==> src/rtl/rat_input_pkg.sv <==
// Shared types and defaults for the RAT board input-conditioning blocks.
package rat_input_pkg;

    typedef enum logic [1:0] {
        IDLE        = 2'd0,
        PRESS_CHK   = 2'd1,
        HELD        = 2'd2,
        RELEASE_CHK = 2'd3
    } btn_state_t;

    localparam int unsigned DEBOUNCE_CYCLES_DEF = 32'd500000;
    localparam int unsigned REPEAT_CYCLES_DEF   = 32'd25000000;

    function automatic int unsigned max_u(input int unsigned a, input int unsigned b);
        return (a > b) ? a : b;
    endfunction

endpackage

==> src/rtl/sync_2ff.sv <==
// Two-flop synchronizer for asynchronous inputs; async active-low reset to 0.
module sync_2ff #(
    parameter int unsigned WIDTH = 32'd1
) (
    input  logic             clk,
    input  logic             rst_n,
    input  logic [WIDTH-1:0] d,
    output logic [WIDTH-1:0] q
);

    logic [WIDTH-1:0] s1_r;
    logic [WIDTH-1:0] s2_r;

    // metastability chain: only the second stage is consumed downstream
    always_ff @(posedge clk or negedge rst_n) begin
        if (!rst_n) begin
            s1_r <= '0;
            s2_r <= '0;
        end else begin
            s1_r <= d;
            s2_r <= s1_r;
        end
    end

    assign q = s2_r;

endmodule

==> src/rtl/btn_debounce_pulse.sv <==
// Button debouncer producing one clean pulse per accepted press plus a debounced level.
// Optional feature macro AUTO_REPEAT_EN: periodic repeat pulses while the button is held.
module btn_debounce_pulse
    import rat_input_pkg::*;
#(
    parameter int unsigned DEBOUNCE_CYCLES = DEBOUNCE_CYCLES_DEF,
    parameter int unsigned REPEAT_CYCLES   = REPEAT_CYCLES_DEF
) (
    input  logic       CLK,
    input  logic       RST_N,
    input  logic       BTN_RAW,
    output logic       BTN_PULSE,
    output logic       BTN_LEVEL,
    output logic [7:0] PRESS_CNT
);

    localparam int unsigned CNT_W = $clog2(max_u(DEBOUNCE_CYCLES, REPEAT_CYCLES) + 32'd1);
    localparam logic [CNT_W-1:0] DEB_LAST = CNT_W'(DEBOUNCE_CYCLES - 32'd1);
`ifdef AUTO_REPEAT_EN
    localparam logic [CNT_W-1:0] REP_LAST = CNT_W'(REPEAT_CYCLES - 32'd1);
`endif

    logic             btn_sync_s;
    btn_state_t       state_r;
    btn_state_t       state_nxt_s;
    logic [CNT_W-1:0] cnt_r;
    logic [CNT_W-1:0] cnt_nxt_s;
    logic             pulse_r;
    logic             pulse_nxt_s;
    logic             level_r;
    logic             level_nxt_s;
    logic [7:0]       press_cnt_r;
    logic [7:0]       press_cnt_nxt_s;

    sync_2ff #(.WIDTH(32'd1)) u_sync (
        .clk   (CLK),
        .rst_n (RST_N),
        .d     (BTN_RAW),
        .q     (btn_sync_s)
    );

    // state, counter and all outputs are registered together
    always_ff @(posedge CLK or negedge RST_N) begin
        if (!RST_N) begin
            state_r     <= IDLE;
            cnt_r       <= '0;
            pulse_r     <= 1'b0;
            level_r     <= 1'b0;
            press_cnt_r <= 8'd0;
        end else begin
            state_r     <= state_nxt_s;
            cnt_r       <= cnt_nxt_s;
            pulse_r     <= pulse_nxt_s;
            level_r     <= level_nxt_s;
            press_cnt_r <= press_cnt_nxt_s;
        end
    end

    // next-state logic; the counter is cleared on every state change
    always_comb begin
        state_nxt_s     = state_r;
        cnt_nxt_s       = cnt_r;
        pulse_nxt_s     = 1'b0;
        level_nxt_s     = level_r;
        press_cnt_nxt_s = press_cnt_r;
        case (state_r)
            IDLE: begin
                cnt_nxt_s = '0;
                if (btn_sync_s) begin
                    state_nxt_s = PRESS_CHK;
                end else begin
                    state_nxt_s = IDLE;
                end
            end
            PRESS_CHK: begin
                if (!btn_sync_s) begin
                    state_nxt_s = IDLE;
                    cnt_nxt_s   = '0;
                end else if (cnt_r == DEB_LAST) begin
                    state_nxt_s     = HELD;
                    cnt_nxt_s       = '0;
                    pulse_nxt_s     = 1'b1;
                    level_nxt_s     = 1'b1;
                    press_cnt_nxt_s = press_cnt_r + 8'd1;
                end else begin
                    cnt_nxt_s = cnt_r + CNT_W'(1);
                end
            end
            HELD: begin
                if (!btn_sync_s) begin
                    state_nxt_s = RELEASE_CHK;
                    cnt_nxt_s   = '0;
`ifdef AUTO_REPEAT_EN
                end else if (cnt_r == REP_LAST) begin
                    cnt_nxt_s   = '0;
                    pulse_nxt_s = 1'b1;
                end else begin
                    cnt_nxt_s = cnt_r + CNT_W'(1);
                end
`else
                end else begin
                    cnt_nxt_s = '0;
                end
`endif
            end
            RELEASE_CHK: begin
                // a high sample here is release bounce: back to HELD silently
                if (btn_sync_s) begin
                    state_nxt_s = HELD;
                    cnt_nxt_s   = '0;
                end else if (cnt_r == DEB_LAST) begin
                    state_nxt_s = IDLE;
                    cnt_nxt_s   = '0;
                    level_nxt_s = 1'b0;
                end else begin
                    cnt_nxt_s = cnt_r + CNT_W'(1);
                end
            end
            default: begin
                state_nxt_s = IDLE;
                cnt_nxt_s   = '0;
                level_nxt_s = 1'b0;
            end
        endcase
    end

    assign BTN_PULSE = pulse_r;
    assign BTN_LEVEL = level_r;
    assign PRESS_CNT = press_cnt_r;

endmodule

==> config.mk <==
export PLATFORM = sky130hd
export DESIGN_NAME = btn_debounce_pulse
export DESIGN_NICKNAME = d
export VERILOG_FILES = /design/src/rtl/rat_input_pkg.sv /design/src/rtl/sync_2ff.sv /design/src/rtl/btn_debounce_pulse.sv
export SDC_FILE = /design/constraint.sdc
export NUM_CORES = 1
export LEC_CHECK = 0
export ABC_AREA = 1
export CAP_MARGIN = 20
export CORE_MARGIN = 1.5
export CORE_UTILIZATION = 54
export DETAILED_ROUTE_END_ITERATION = 6
export HOLD_SLACK_MARGIN = 0.12
export PLACE_DENSITY = 0.73
export SLEW_MARGIN = 15
export SYNTH_ARGS = -nofsm -noshare
export SYNTH_HDL_FRONTEND = slang
export SYNTH_SLANG_ARGS = --single-unit
==> constraint.sdc <==
create_clock -name CLK -period 1.6 [get_ports CLK]
set_clock_uncertainty 0.2 [all_clocks]
set_input_delay 0.32 -clock CLK [delete_from_list [all_inputs] [get_ports CLK]]
set_output_delay 0.32 -clock CLK [all_outputs]
set_load 0.01 [all_outputs]
==> flow_metrics.py <==
metrics = {
    "setup_path": {
        "r2r_slack_ns": -0.11,
        "worstPathRequired_ns": 1.58,
        "max_stage_delay_ns": 0.41,
        "arrival_ns": 1.69,
        "startpoint_type": "flip-flop",
        "cp_slowest_cell": "dfrtp_1",
        "worstSetupEndpointType": "flip-flop",
        "reg2regPathDepth": 8,
        "crit_buf_inv": 2,
        "critical_path_class": "reg -> reg",
        "reg2reg_from": "cnt_r[11]",
        "cp_top_family": "simple AND/OR/NAND/NOR gates",
        "worst-path-stages": 8,
        "path_cells": "buf_4 -> nor2_1 -> nand3_1 -> nor2_4 -> nand2_8 -> buf_6 -> nand3_2 -> nor2_2",
        "crit_path_max_fanout": 4,
        "crit_start": "cnt_r[11]",
        "regToRegEndpoint": "cnt_r[21]",
        "crit_end": "cnt_r[21]",
    },
    "global_route": {
        "grt_overflow": 0,
        "grtUsageTotal": 0.300,
        "met2_usage": 0.518,
        "grt_pass1_vias": 2258,
        "grt_use_met1": 0.371,
        "grt_max_degree": 40,
        "top_usage_layer": "met2",
        "grt_util_met3": 0.0617,
        "antenna_found_initial": 0,
        "grt_pass1_wl_mm": 10.3,
    },
    "synth": {
        "ys.flop_type": "dfrtp_1",
        "synth.cell_area_um2": 2320,
        "yosysTopAreaCell": "dfrtp_1",
        "ys_warn_count": 0,
        "synth-edff-count": 0,
        "synth_area_per_cell_um2": 6.97,
        "ys_types": 22,
        "synth_nets": 338,
        "synth_seq_cells": 39,
        "synth_area_leaders": "dfrtp_1 42%, nand2_1 17%, nor2_1 13%",
        "synth.yosys.seq_area_share": 0.420,
        "netlist_instances": 333,
        "netlist.area_leader.share": 0.420,
        "synthArstFlopShare": 1.00,
    },
    "clocking": {
        "cts_tree": "built",
        "cts_buffers": 5,
        "clk_latency_ns": 0.30,
        "cts_sinks": 39,
        "cts_root_buffer": "clkbuf_8",
        "cts.clk_slew.worst_paths_ns": 0.08,
        "htree_levels": 2,
        "cts_max_path_buffers": 2,
    },
    "die": {
        "rows": 23,
        "core_area_um2": 4060,
        "die_h_um": 68.6,
        "die_x_um": 68.6,
        "start_util": 0.572,
        "io_pins": 13,
        "die-area_um2": 4700,
    },
    "power_and_ir_drop": {
        "ir_drop_uv": 485,
        "power_density_nw_per_um2": 550,
        "power.total_w": 0.00183,
        "leakagePower_nw": 1.50,
    },
    "sta": {
        "hold_violations": 0,
        "rsz0062_at_grt": "yes",
        "post-route-period-util": 1.07,
        "setup_tns_ns": -2.20,
        "tightest_slew_ns": 0.355,
        "fin_worst_hold_slack_ns": 0.142,
        "fin_crit_ns": 1.71,
        "relSlewSlack": 0.762,
        "fmax_mhz": 584,
        "setup_ws_ns": -0.113,
        "setup_viol": 37,
        "final_max_slew_viol_count": 0,
    },
    "layout": {
        "layout-area-overhead-vs-synth_pct": 43.0,
        "utilization": 0.819,
        "antennaDiodeCount": 0,
        "nets": 412,
        "drive_gt1_frac": 0.333,
        "nFillCells": 250,
    },
    "drt": {
        "wire_per_inst_um": 16.4,
        "via_per_inst": 5.55,
        "vias": 2544,
        "first_pass_iters": 5,
        "antenna_left": 0,
        "drt-initial-drc-count": 229,
        "routed_wl_mm": 7.49,
        "drc": 0,
    },
    "placed_design": {
        "place.gp.congestion": 0.926,
        "dp_hpwl_mm": 4.34,
        "portBuffers": 12,
        "dp_slack_ns": -0.138,
    },
    "flow_run": {
        "cap_violations": 0,
    },
    "status": {
        "outcome": "finished, violations left",
        "violations": "setup timing",
    },
    "min_path": {
        "hold_class": "reg -> reg",
    },
}
==> worst min path at each step <==
stage	slack [ns]	end	cells after the start	from
final	0.14	u_sync.q	0	u_sync.s1_r
after global routing	0.16	u_sync.q	0	u_sync.s1_r
after CTS	0.14	u_sync.q	0	u_sync.s1_r
after detailed placement	0.10	cnt_r[6]	2	RST_N
after global placement	0.10	cnt_r[6]	2	RST_N
after floorplan	-0.18	BTN_LEVEL	0	RST_N
==> sequential cells by signal (all words and copies together), names as in the netlist, named ones only <==
register	flops
BTN_PULSE	1
u_sync.q	1
u_sync.s1_r	1
BTN_LEVEL	1
cnt_r	25
PRESS_CNT	8
state_r	1
==> logic make-up after synthesis <==
family | Yosys count | share of synthesized area
simple gates | 237 | 0.438
xor+xnor | 16 | 0.0603
fa+ha+maj | 2 | 0.0108
compound gates | 2 | 0.00431
flops | 39 | 0.420
buf+inv | 37 | 0.0663
==> synthesized netlist by cell type, types with 2 or more instances <==
master / number
nor3_1: 6
xnor2_1: 7
dfrtp_1: 39
nand2_4: 2
nand4_1: 12
xor2_1: 9
nand2_1: 105
buf_6: 2
inv_1: 34
nand3_1: 19
nor2_2: 6
ha_1: 2
nor2_1: 80
nand3_2: 2
==> where the power goes <==
part / internal (W) / switching, W
registers: 0.000991 / 0.00000528
clock network: 0.000394 / 0.000343
logic: 0.0000313 / 0.0000620
==> cells in the final DEF (no fill, tap or decap), types with 4 or more instances in the layout <==
cell / n
nor2_4: 15
inv_1: 30
xnor2_1: 7
dfrtp_1: 38
nand3_1: 11
dlygate4sd2_1: 10
nand2_1: 92
buf_4: 50
xor2_1: 9
nor2_1: 52
clkbuf_8: 7
inv_2: 5
nand2_2: 11
buf_6: 4
nand3_2: 8
nor2_2: 20
nand4_1: 12
==> area by class of cell <==
| cell class | instances | area (um^2) | area share |
|---|---|---|---|
| Multi-Input combinational cell | 258 | 1500 | 0.451 |
| Tap cell | 50 | 62.6 | 0.0188 |
| Clock buffer | 8 | 100 | 0.0301 |
| Sequential cell | 39 | 977 | 0.294 |
| Timing Repair Buffer | 68 | 553 | 0.166 |
| Inverter | 35 | 131 | 0.0395 |
==> metrics by stage <==
step / instance area (um^2) / std cells
global placement: 2820 / 436
detailed placement: 2820 / 436
finish: 3320 / 458
floorplan: 2330 / 333
CTS: 3140 / 454
global route: 3320 / 458
==> what timing repair did <==
item | 4_1_cts | 5_1_grt
gates resized for setup | 49 | 44
hold buffers | 1 | 0
pin swaps | 11 | 12
endpoints found under the setup margin | 47 | 37
endpoints found under the hold margin | 39 | 0
setup buffers | 8 | 4
gates cloned | 1 | 0
==> layer usage <==
layer  vias up  share of wire
met5         -              0
met4         0          0.036
met3        28          0.060
met2       109           0.51
met1      1220           0.39
li1       1187              -
No activity file was read; power rests on OpenSTA's default activity.
